File: config.mk
export PLATFORM = sky130hd
export DESIGN_NAME = brick_grid_arbiter_flat
export DESIGN_NICKNAME = d
export VERILOG_FILES = /design/src/rtl/brick_grid_arbiter_if.sv /design/src/rtl/brick_grid_arbiter.sv /design/src/flat_wrapper.sv
export SDC_FILE = /design/constraint.sdc
export NUM_CORES = 1
export LEC_CHECK = 0
export CAP_MARGIN = 40
export CELL_PAD_IN_SITES_DETAIL_PLACEMENT = 0
export CELL_PAD_IN_SITES_GLOBAL_PLACEMENT = 1
export CORE_ASPECT_RATIO = 0.9
export CORE_UTILIZATION = 52
export CTS_BUF_LIST = sky130_fd_sc_hd__clkbuf_8
export DETAILED_ROUTE_END_ITERATION = 10
export DONT_BUFFER_PORTS = 1
export PLACE_DENSITY = 0.85
export REMOVE_ABC_BUFFERS = 1
export SLEW_MARGIN = 20
export SYNTH_ARGS = -nofsm -noshare
export SYNTH_HDL_FRONTEND = slang
export SYNTH_SLANG_ARGS = --single-unit
export TNS_END_PERCENT = 50
File: constraint.sdc
create_clock -name clk -period 3 [get_ports clk]
set_clock_uncertainty 0.15 [all_clocks]
set_input_delay 0.75 -clock clk [delete_from_list [all_inputs] [get_ports clk]]
set_output_delay 0.75 -clock clk [all_outputs]
set_load 0.01 [all_outputs]
File: src/rtl/brick_grid_arbiter_if.sv
// rtl/brick_grid_arbiter_if.sv - renderer, collision, clear and status signals of the brick grid arbiter
interface brick_grid_arbiter_if;
  logic       bright;
  logic [2:0] rd_row;
  logic [3:0] rd_col;
  logic       rd_hit;
  logic       rd_valid;
  logic       col_req;
  logic [2:0] col_row;
  logic [3:0] col_col;
  logic       col_ack;
  logic       col_was_hit;
  logic       score_inc;
  logic       clear_req;
  logic       clear_busy;
  logic [5:0] bricks_left;
  logic       all_clear;

  modport master (
    output bright, rd_row, rd_col, col_req, col_row, col_col, clear_req,
    input  rd_hit, rd_valid, col_ack, col_was_hit, score_inc, clear_busy, bricks_left, all_clear
  );

  modport slave (
    input  bright, rd_row, rd_col, col_req, col_row, col_col, clear_req,
    output rd_hit, rd_valid, col_ack, col_was_hit, score_inc, clear_busy, bricks_left, all_clear
  );
endinterface

File: src/rtl/brick_grid_arbiter.sv
// rtl/brick_grid_arbiter.sv - brick hit-state array shared between renderer, collision engine and clear sweep
module brick_grid_arbiter #(
  parameter int ROWS  = 5,
  parameter int COLS  = 12,
  parameter int IDX_W = 6
) (
  input logic                  clk,
  input logic                  rst_n,
  brick_grid_arbiter_if.slave  bus
);
  localparam int NB = ROWS * COLS;
  localparam logic [IDX_W-1:0] LAST_IDX = IDX_W'(NB - 1);
  localparam logic [5:0]       FULL_CNT = 6'(NB);

  typedef enum logic [1:0] {IDLE, GRANT, ACK, CLEAR} state_t;

  state_t           state_q, state_d;
  logic [NB-1:0]    hit_q, hit_d;
  logic [IDX_W-1:0] clear_idx_q, clear_idx_d;
  logic [5:0]       bricks_left_q, bricks_left_d;
  logic             pend_q, pend_d;
  logic             col_was_hit_q, col_was_hit_d;
  logic             score_inc_q, score_inc_d;
  logic             rd_hit_q, rd_hit_d;
  logic             rd_valid_q, rd_valid_d;

  logic             rd_in_range, col_in_range;
  logic [IDX_W-1:0] rd_idx, col_idx;

  // Flat indices are only meaningful when the row/column pair is in range.
  assign rd_in_range  = (bus.rd_row < 3'(ROWS)) && (bus.rd_col < 4'(COLS));
  assign col_in_range = (bus.col_row < 3'(ROWS)) && (bus.col_col < 4'(COLS));
  assign rd_idx  = IDX_W'(bus.rd_row) * IDX_W'(COLS) + IDX_W'(bus.rd_col);
  assign col_idx = IDX_W'(bus.col_row) * IDX_W'(COLS) + IDX_W'(bus.col_col);

  always_comb begin
    state_d       = state_q;
    hit_d         = hit_q;
    clear_idx_d   = clear_idx_q;
    bricks_left_d = bricks_left_q;
    pend_d        = pend_q;
    col_was_hit_d = col_was_hit_q;
    score_inc_d   = 1'b0;
    rd_valid_d    = bus.bright && (state_q != CLEAR) && (state_q != GRANT);
    rd_hit_d      = rd_hit_q;
    if (rd_valid_d) begin
      rd_hit_d = rd_in_range ? hit_q[rd_idx] : 1'b0;
    end

    case (state_q)
      IDLE: begin
        if (bus.clear_req || pend_q) begin
          state_d     = CLEAR;
          pend_d      = 1'b0;
          clear_idx_d = '0;
        end else if (bus.col_req && !bus.bright) begin
          state_d = GRANT;
        end
      end
      GRANT: begin
        if (bus.clear_req) begin
          pend_d = 1'b1;
        end
        if (col_in_range) begin
          col_was_hit_d  = hit_q[col_idx];
          hit_d[col_idx] = 1'b1;
          if (!hit_q[col_idx] && (bricks_left_q != 6'd0)) begin
            bricks_left_d = bricks_left_q - 6'd1;
            score_inc_d   = 1'b1;
          end
        end else begin
          col_was_hit_d = 1'b1;
        end
        state_d = ACK;
      end
      ACK: begin
        if (bus.clear_req) begin
          pend_d = 1'b1;
        end
        state_d = IDLE;
      end
      CLEAR: begin
        hit_d[clear_idx_q] = 1'b0;
        if (clear_idx_q == LAST_IDX) begin
          bricks_left_d = FULL_CNT;
          state_d       = IDLE;
        end else begin
          clear_idx_d = clear_idx_q + IDX_W'(1);
        end
      end
      default: state_d = IDLE;
    endcase
  end

  always_ff @(posedge clk or negedge rst_n) begin
    if (!rst_n) begin
      state_q       <= IDLE;
      hit_q         <= '0;
      clear_idx_q   <= '0;
      bricks_left_q <= FULL_CNT;
      pend_q        <= 1'b0;
      col_was_hit_q <= 1'b0;
      score_inc_q   <= 1'b0;
      rd_hit_q      <= 1'b0;
      rd_valid_q    <= 1'b0;
    end else begin
      state_q       <= state_d;
      hit_q         <= hit_d;
      clear_idx_q   <= clear_idx_d;
      bricks_left_q <= bricks_left_d;
      pend_q        <= pend_d;
      col_was_hit_q <= col_was_hit_d;
      score_inc_q   <= score_inc_d;
      rd_hit_q      <= rd_hit_d;
      rd_valid_q    <= rd_valid_d;
    end
  end

  assign bus.rd_hit      = rd_hit_q;
  assign bus.rd_valid    = rd_valid_q;
  assign bus.col_ack     = (state_q == ACK);
  assign bus.col_was_hit = col_was_hit_q;
  assign bus.score_inc   = score_inc_q;
  assign bus.clear_busy  = (state_q == CLEAR);
  assign bus.bricks_left = bricks_left_q;
  assign bus.all_clear   = (bricks_left_q == 6'd0);
endmodule
File: src/flat_wrapper.sv
// flat-port wrapper written by rule: the top's interface ports become plain ports
module brick_grid_arbiter_flat 
#(
  parameter int ROWS  = 5,
  parameter int COLS  = 12,
  parameter int IDX_W = 6
)
  (clk, rst_n, bus_bright, bus_rd_row, bus_rd_col, bus_col_req, bus_col_row, bus_col_col, bus_clear_req, bus_rd_hit, bus_rd_valid, bus_col_ack, bus_col_was_hit, bus_score_inc, bus_clear_busy, bus_bricks_left, bus_all_clear);
  brick_grid_arbiter_if bus_i ();
  input logic clk;
  input logic rst_n;
  input wire logic [$bits(bus_i.bright)-1:0] bus_bright;
  input wire logic [$bits(bus_i.rd_row)-1:0] bus_rd_row;
  input wire logic [$bits(bus_i.rd_col)-1:0] bus_rd_col;
  input wire logic [$bits(bus_i.col_req)-1:0] bus_col_req;
  input wire logic [$bits(bus_i.col_row)-1:0] bus_col_row;
  input wire logic [$bits(bus_i.col_col)-1:0] bus_col_col;
  input wire logic [$bits(bus_i.clear_req)-1:0] bus_clear_req;
  output wire logic [$bits(bus_i.rd_hit)-1:0] bus_rd_hit;
  output wire logic [$bits(bus_i.rd_valid)-1:0] bus_rd_valid;
  output wire logic [$bits(bus_i.col_ack)-1:0] bus_col_ack;
  output wire logic [$bits(bus_i.col_was_hit)-1:0] bus_col_was_hit;
  output wire logic [$bits(bus_i.score_inc)-1:0] bus_score_inc;
  output wire logic [$bits(bus_i.clear_busy)-1:0] bus_clear_busy;
  output wire logic [$bits(bus_i.bricks_left)-1:0] bus_bricks_left;
  output wire logic [$bits(bus_i.all_clear)-1:0] bus_all_clear;
  assign bus_i.bright = bus_bright;
  assign bus_i.rd_row = bus_rd_row;
  assign bus_i.rd_col = bus_rd_col;
  assign bus_i.col_req = bus_col_req;
  assign bus_i.col_row = bus_col_row;
  assign bus_i.col_col = bus_col_col;
  assign bus_i.clear_req = bus_clear_req;
  assign bus_rd_hit = bus_i.rd_hit;
  assign bus_rd_valid = bus_i.rd_valid;
  assign bus_col_ack = bus_i.col_ack;
  assign bus_col_was_hit = bus_i.col_was_hit;
  assign bus_score_inc = bus_i.score_inc;
  assign bus_clear_busy = bus_i.clear_busy;
  assign bus_bricks_left = bus_i.bricks_left;
  assign bus_all_clear = bus_i.all_clear;
  brick_grid_arbiter #(.ROWS(ROWS), .COLS(COLS), .IDX_W(IDX_W)) u_core (.clk(clk), .rst_n(rst_n), .bus(bus_i));
endmodule
==> results of run 1 <==
==> worst max-delay path, stage by stage <==
cell and delay [ps]:
ha_1 280, inv_1 60, fa_2 630, o21ai_0 130, a211oi_1 290, nor3_2 110
nor4_4 470, buf_4 200, nand3_1 70, o2bb2ai_1 140
==> cells in the final DEF, fill, tap and decap left out, drive strengths merged, types with 8 or more instances in the layout <==
| cell type | synthesis | layout |
|---|---|---|
| a21oi | 24 | 24 |
| and2 | 8 | 8 |
| and3 | 9 | 9 |
| buf | 11 | 53 |
| clkbuf | 16 | 12 |
| dfrtp | 75 | 75 |
| ha | 18 | 18 |
| inv | 23 | 25 |
| mux2i | 18 | 18 |
| mux4 | 20 | 20 |
| nand2 | 53 | 53 |
| nand2b | 9 | 9 |
| nand3 | 22 | 22 |
| nor2 | 31 | 31 |
| nor3 | 9 | 9 |
| o21ai | 90 | 90 |
==> state kept, by name, summed over array words and instances (netlist names) <==
name / count
u_core.bus.bricks_left: 6
u_core.state_q: 2
u_core.bus.score_inc: 1
u_core.bus.rd_valid: 1
u_core.hit_q: 60
u_core.bus.col_was_hit: 1
u_core.bus.rd_hit: 1
u_core.clear_idx_q: 6
u_core.pend_q: 1
==> worst min-delay path by stage <==
stage               startpoint                        end  slack (ps)  cells after the start
finish                   rst_n  u_core.bus.bricks_left[3]          60                      0
global route             rst_n  u_core.bus.bricks_left[3]          50                      0
CTS                      rst_n  u_core.bus.bricks_left[3]          50                      0
detailed placement       rst_n  u_core.bus.bricks_left[1]         310                      0
global placement         rst_n        u_core.bus.rd_valid         310                      0
floorplan                rst_n  u_core.bus.bricks_left[0]         300                      0
==> repair_timing <==
| item | 4_1_cts | 5_1_grt |
|---|---|---|
| endpoints found under the setup margin | 2 | 6 |
| hold buffers | 1 | 0 |
| resized for setup | 1 | 8 |
| endpoints found under the hold margin | 75 | 0 |
| pin swaps | 1 | 3 |
| setup buffers | 2 | 0 |
==> where the power goes <==
group | internal, mW | leakage, nW | total (mW) | switching, mW
combinational | 0.759 | 1.37 | 1.68 | 0.921
clock | 0.447 | 0.111 | 0.848 | 0.401
sequential | 1.41 | 1.03 | 1.73 | 0.317
total | 2.62 | 2.51 | 4.25 | 1.64
==> per-layer routing <==
layer | global-route usage | up-vias
li1 | - | 2088
met1 | 0.487 | 2361
met2 | 0.515 | 272
met3 | 0.0543 | 37
met4 | 0.121 | 0
met5 | 0 | -
==> cell families (layout without fill, tap and decap cells) <==
kind of cell	count (synthesis)	count (layout)	synth area share
flops	79	79	0.384
simple gates	176	176	0.173
compound gates	169	169	0.198
buf+inv	51	93	0.0405
xor+xnor	7	7	0.0119
fa+ha+maj	22	22	0.0592
mux	43	43	0.133
==> area by class of cell <==
type / instances / area [µm²] / share of cell area
Timing Repair Buffer: 53 / 430 / 0.0733
Inverter: 24 / 90.1 / 0.0153
Tap cell: 126 / 158 / 0.0269
Clock inverter: 4 / 45.0 / 0.00767
Sequential cell: 79 / 1980 / 0.338
Multi-Input combinational cell: 417 / 3000 / 0.511
Clock buffer: 12 / 165 / 0.0281
==> through the flow <==
stage,instances,TNS (ps),util
after floorplan,520,-1640,-
after global placement,696,-1900,0.578
after detailed placement,696,-2770,0.578
after CTS,715,0,0.605
after global routing,715,-144,0.608
final,715,0,0.608
==> results.cfg, run 1 <==
[outcome]
outcome = finished clean

[cells_and_area]
fillers = 810
final_layout_size_suffix_gt1_frac = 0.190
areaGrowthSynthToFinish_pct = 13.9
n_antenna_cell = 0
finish.instance_area_um2 = 5870
nNetsFinal = 625

[synthesis]
synthArstFlopShare = 1.00
yosysTopAreaCell = dfrtp_1
syn_avg_cell_area_um2 = 9.42
yosys.area.top_type_share = 0.364
synthMostInstantiatedCell = o21ai_0
synth-seq-area-share = 0.384
synth_cell_types = 57
synth_edf_count = 0
netlist_instances = 547
yosys_warnings = 0
synth_flop_cell = dfrtp_1
synth_common_cells = o21ai_0, dfrtp_1, nand2_1
synth_area_um2 = 5150
ys_top_cells_by_area = dfrtp_1, mux4_2, o21ai_0
synth-seq-cells = 79

[worst_setup_path]
reg2reg_to = u_core.hit_q[32]
worstPathArrival_ps = 3130
critPathKind = input port to register
cp-start-kind = input port
cp.required_ps = 3150
r2r_start = u_core.state_q[1]
cp_max_fo = 7
crit_end = u_core.bus.bricks_left[2]
reg2regPathDepth = 10
crit_start = bus_col_row[0]
r2r_slack_ps = 480
endpoint_kind = register

[placement]
placed_cell_area_um2 = 5580
port_buffers = 0
gp_congestion = 0.995
dp_hpwl_um = 12100
pre_cts_slack_ps = -430

[global_routing]
grt_pass1_wl_um = 25600
antenna_found_initial = 0
grt_pass1_vias = 4452
grt_max_degree = 76
grt_use_total = 0.337
gr-total-overflow = 0

[sta]
fmax_mhz = 335
worstMarginPinSlew_ps = 726
whs_ps = 62.5
slew_violations = 0
setup_violations = 0
maxSlewHeadroom = 0.515
fin_ws_ps = 14.2
fin_crit_ps = 2990
hold_viol_final = 0
period_share = 0.995

[cts]
cts.sinks = 79
cts_made_buffers = 9
clk_latency_ps = 360
cts_root_buf = clkbuf_8
clkTransAtPathRegs_ps = 80
clock_path_buffers = 2
cts_tree = built
htreeDepth = 3

[route]
ant_nets = 0
wl_met3_um = 1590
vias = 4758
routed.top_layer = met4
drtIter0Drc = 545
routed_wl_um = 16500
first_pass_iters = 5
route.detailed.drc = 0
wl_per_cell_um = 23.1
wl_met2_um = 7470
viasPerCell = 6.65
wl_met1_um = 7050

[die]
ios = 32
coreArea_um2 = 9660
die_area_um2 = 10300
rows = 34
die_height_um = 96.5
start_util = 0.534
die_w_um = 107

[pwr]
leakage_nw = 2.51
power.density_nw_per_um2 = 725
ir_drop_mv = 0.477
power_mw = 4.25

[min_path]
hp-class = input port to asynchronous set/reset pin

[job]
drv_cap = 0
(Power assumes the default switching activity.)
==> inputs of run 2 (changes only) <==
- CELL_PAD_IN_SITES_DETAIL_PLACEMENT: 0 -> 1
==> run 2 against run 1 <==
  * Flip-flop and latch count stayed put
  * Fmax increased by 2.5%
  * Critical path depth stayed put
  * Power increased by 8.2%
  * Global-route usage is 5.5 points higher
  * Register-to-register slack worse by 150 ps
  * Clock power up 25%
  * Sequential power hardly changed
  * Non-clock buffer count is the same
  * Die area unchanged
  * Largest cell class unchanged
  * Largest power group is now combinational cells
==> results.cfg, run 2 (synthesis results as in run 1) <==
[sta]
rsz0062_at_grt = no
worstMarginPinSlew_ps = 738
setup_violations = 0
whs_ps = 43.6
fin_ws_ps = 86.7
hold_viol_final = 0
fmax_mhz = 343
fin_crit_ps = 2910
maxSlewHeadroom = 0.507
period_share = 0.971
slew_violations = 0

[global_routing]
antenna_found_initial = 1
grt_pass1_vias = 5052
grt_max_degree = 76
grt_use_total = 0.392
gr-total-overflow = 0
grt_pass1_wl_um = 29400

[route]
vias = 4942
wl_per_cell_um = 27.0
viasPerCell = 6.91
ant_nets = 0
routed_wl_um = 19300
route.detailed.drc = 0
drtIter0Drc = 530
first_pass_iters = 5

[pwr]
ir_drop_mv = 0.504
power_mw = 4.60
leakage_nw = 2.54
power.density_nw_per_um2 = 773

[worst_setup_path]
cpPeakStageDelay_ps = 500
cp.required_ps = 3170
critPathKind = input port to register
reg2regPathDepth = 9
path_depth = 10
cp_max_fo = 7
crit_slowest_cell = fa_2
crit_buf_inv = 3
cp-start-kind = input port
endpoint_kind = register
crit_family = adder cells
worstPathArrival_ps = 3080
path_cells = ha_1 -> inv_2 -> fa_2 -> buf_6 -> a211o_1 -> and3_1 -> nor4_4 -> buf_12 -> nand3_1 -> o2bb2ai_1

[placement]
placedCellCount = 696
port_buffers = 0
dp_hpwl_um = 14300
gp_congestion = 0.995
pre_cts_slack_ps = -444

[cts]
cts_root_buf = clkbuf_8
cts_made_buffers = 9
clkTransAtPathRegs_ps = 100
cts.sinks = 79
clk_latency_ps = 380
htreeDepth = 3
cts_tree = built
clock_path_buffers = 2

[die]
coreArea_um2 = 9660
die_w_um = 107
die_area_um2 = 10300
start_util = 0.534
ios = 32
rows = 34
die_height_um = 96.5

[cells_and_area]
final_cell_mix = o21ai_0, dfrtp_1, nand2_1, buf_4, nor2_1
n_antenna_cell = 0
fillers = 1086
final_layout_size_suffix_gt1_frac = 0.199
largest_reg_flops = 60
areaGrowthSynthToFinish_pct = 15.5
stdcell_count = 715
largest_register = u_core.hit_q
fin_util = 0.616
final_common_cell = o21ai_0
nNetsFinal = 625

[job]
drv_cap = 0

[min_path]
hp-class = input port to asynchronous set/reset pin

[outcome]
outcome = finished clean
==> run 2: cell count changes in the layout (fill, tap and decap cells not counted), moves of 2 or more <==
| cell | delta |
|---|---|
| buf_4 | -2 |
| bufinv_16 | +3 |
| clkbuf_8 | -3 |
| inv_1 | -2 |
| o21ai_0 | -2 |
| o21ai_1 | +2 |
==> run 2: routing by layer <==
layer,GRT usage,share of wire,up-vias
li1,-,-,2086
met4,0.183,0.045,0
met1,0.499,0.40,2490
met2,0.629,0.47,275
met3,0.105,0.090,91
met5,0,0,-
==> run 2: timing repair <==
action / 4_1_cts / 5_1_grt
pin swaps: 1 / 3
hold buffers: 1 / 0
gates cloned: 0 / 0
hold endpoints to repair: 75 / 0
setup buffers: 2 / 0
resized for setup: 3 / 13
endpoints found under the setup margin: 2 / 6
==> run 2: power by group <==
group	internal (mW)	leakage (nW)	total, mW	switching, mW
sequential	1.41	1.03	1.75	0.337
clock	0.633	0.131	1.06	0.426
combinational	0.782	1.39	1.80	1.02
total	2.82	2.54	4.60	1.78
==> run 2: cell type report <==
| type | instances | area (µm²) | area share |
|---|---|---|---|
| Multi-Input combinational cell | 417 | 3020 | 0.507 |
| Inverter | 24 | 90.1 | 0.0151 |
| Sequential cell | 79 | 1980 | 0.333 |
| Tap cell | 126 | 158 | 0.0265 |
| Clock buffer | 9 | 124 | 0.0208 |
| Timing Repair Buffer | 53 | 447 | 0.0750 |
| Clock inverter | 7 | 136 | 0.0229 |
==> run 2: final timing paths <==
kind                                              to              start  slack, ps
max in group asynchronous          u_core.state_q[0]              rst_n       2260
max reg2reg                         u_core.hit_q[15]  u_core.state_q[1]        330
min reg2reg                         u_core.hit_q[45]   u_core.hit_q[45]        390
max                        u_core.bus.bricks_left[2]     bus_col_row[0]         90
min                        u_core.bus.bricks_left[2]              rst_n         40
min in group clk                    u_core.hit_q[45]   u_core.hit_q[45]        390
==> run 2: stage by stage <==
step | area (µm²) | setup TNS (ps)
6_report | 5950 | 0
2_1_floorplan | 5040 | -1640
4_1_cts | 5910 | 0
5_1_grt | 5950 | 0
3_5_place_dp | 5580 | -2970
3_3_place_gp | 5580 | -1900
==> run 2: worst reg2reg max path, delay by kind of cell, from the launching register on <==
family,cells,cell delay [ps]
adders and majority gates,1,220
AOI/OAI and AO/OA,3,580
and+or+nand+nor,2,660
DFF,1,410
buffers and inverters,3,500
==> inputs of run 3 (changes only) <==
- PLACE_DENSITY: 0.85 -> default
- PLACE_DENSITY_LB_ADDON: default -> 0.1
==> run 3 against run 2 <==
  * Fmax down 0.31%
  * Combinational power is essentially flat
  * Utilization is essentially flat
  * Flip-flop and latch count did not move
  * First-iteration DRC count fell by 14%
  * Power fell by 3.9%
  * Critical endpoint is now u_core.bus.bricks_left[4]
==> results.cfg, run 3 (synthesis results as in run 1) <==
[pwr]
leakage_nw = 2.55
ir_drop_mv = 0.422
power.density_nw_per_um2 = 743
seqPwrFrac = 0.393
power_frac_clock = 0.208
p_comb_frac = 0.399
switching_power_mw = 1.77
internal-power_mw = 2.66
sw_frac_of_total = 0.399

[die]
die_area_um2 = 10300
ios = 32
start_util = 0.534
coreArea_um2 = 9660
rows = 34
die_w_um = 107
die_height_um = 96.5

[cts]
htreeDepth = 3
clk_latency_ps = 380
cts.sinks = 79
cts_made_buffers = 9
clkTransAtPathRegs_ps = 90
clock_path_buffers = 2
cts_root_buf = clkbuf_8
cts_tree = built

[worst_setup_path]
crit_slowest_cell = fa_2
cp-start-kind = input port
path_cells = ha_1 -> inv_1 -> fa_2 -> buf_4 -> o211ai_1 -> and3_1 -> nor4_4 -> nor2_2 -> o31ai_1
cpPeakStageDelay_ps = 620
worstPathArrival_ps = 3060
critPathKind = input port to register
endpoint_kind = register
cp.required_ps = 3140
cp_max_fo = 7

[global_routing]
antenna_found_initial = 1
grt_max_degree = 76
grt_pass1_wl_um = 28700
grt_pass1_vias = 5090
gr-total-overflow = 0
grt_use_total = 0.385

[route]
wl_per_cell_um = 26.5
vias = 4933
route.detailed.drc = 0
ant_nets = 0
drtIter0Drc = 455
first_pass_iters = 5
viasPerCell = 6.84
routed_wl_um = 19100

[sta]
slew_violations = 0
maxSlewHeadroom = 0.560
period_share = 0.974
hold_viol_final = 0
fin_ws_ps = 77.6
setup_violations = 0
fmax_mhz = 342
worstMarginPinSlew_ps = 659
fin_crit_ps = 2920
whs_ps = 50.7

[cells_and_area]
final_layout_size_suffix_gt1_frac = 0.205
n_antenna_cell = 0
final_common_cell = o21ai_0
areaGrowthSynthToFinish_pct = 15.5
final_cell_mix = o21ai_0, dfrtp_1, buf_4, nand2_1, nor2_1
nNetsFinal = 631
largest_reg_flops = 60
fillers = 1097
largest_register = u_core.hit_q

[placement]
dp_hpwl_um = 13800
pre_cts_slack_ps = -453
port_buffers = 0
gp_congestion = 0.983

[min_path]
hp-class = input port to asynchronous set/reset pin

[job]
drv_cap = 0

[outcome]
outcome = finished clean
==> run 3: changes by cell type in the layout (fill, tap and decap cells not counted), sizes merged <==
cell	change
buf	+6
bufinv	-2
inv	+1
clkinv	+1
==> run 3: final timing paths <==
| path | startpoint | endpoint | slack [ps] | cells after the start |
|---|---|---|---|---|
| max | bus_col_row[0] | u_core.bus.bricks_left[4] | 80 | 9 |
| min in group clk | u_core.bus.bricks_left[5] | u_core.bus.bricks_left[5] | 380 | 1 |
| max reg2reg | u_core.state_q[1] | u_core.hit_q[17] | 360 | 11 |
| min reg2reg | u_core.bus.bricks_left[5] | u_core.bus.bricks_left[5] | 380 | 1 |
| min | rst_n | u_core.bus.bricks_left[4] | 50 | 0 |
| max in group asynchronous | rst_n | u_core.hit_q[51] | 2260 | 1 |
==> run 3: timing repair <==
item	4_1_cts	5_1_grt
gates resized for setup	2	9
pin swaps	1	2
hold buffers	1	0
endpoints found under the setup margin	4	6
buffers inserted	2	0
hold endpoints to repair	75	0
==> run 3: final cells by class <==
type | instances | area [µm²] | area share
flip-flops and latches | 79 | 1980 | 0.333
repair buffers | 59 | 488 | 0.0819
clock buffers | 9 | 124 | 0.0208
inverters | 24 | 90.1 | 0.0151
well taps | 126 | 158 | 0.0265
multi-input cells | 417 | 3020 | 0.507
clock inverters | 7 | 97.6 | 0.0164
==> run 3: critical path, delay by kind of cell <==
| kind | cells | cell delay, ps |
|---|---|---|
| AO/OA/AOI/OAI | 2 | 380 |
| AND/OR/NAND/NOR | 3 | 790 |
| adder cells (fa/ha/maj) | 2 | 890 |
| buffers and inverters | 2 | 240 |
==> run 3: routing by layer <==
metal / GRT usage / share of wire / vias to the layer above
met5: 0 / 0 / -
met3: 0.101 / 0.085 / 55
li1: - / - / 2098
met4: 0.177 / 0.034 / 0
met1: 0.495 / 0.40 / 2528
met2: 0.615 / 0.48 / 252
==> run 3: power by group through the flow <==
stage	clock network (mW)	logic (mW)	registers [mW]
6_report	0.919	1.77	1.74
5_1_grt	0.965	1.91	1.78
4_1_cts	0.926	1.71	1.73
3_5_place_dp	0	1.65	1.74
3_3_place_gp	0	1.57	1.71
2_1_floorplan	0	1.06	1.64
==> run 3: per-stage QoR <==
stage / power, mW / instances / TNS (ps) / cell area, µm² / util
finish: 4.43 / 721 / 0 / 5960 / 0.617
global route: 4.65 / 721 / -6.07 / 5960 / 0.617
CTS: 4.36 / 721 / 0 / 5910 / 0.612
detailed placement: 3.39 / 702 / -2840 / 5640 / 0.584
global placement: 3.28 / 702 / -1780 / 5640 / 0.584
floorplan: 2.71 / 520 / -1640 / 5040 / -
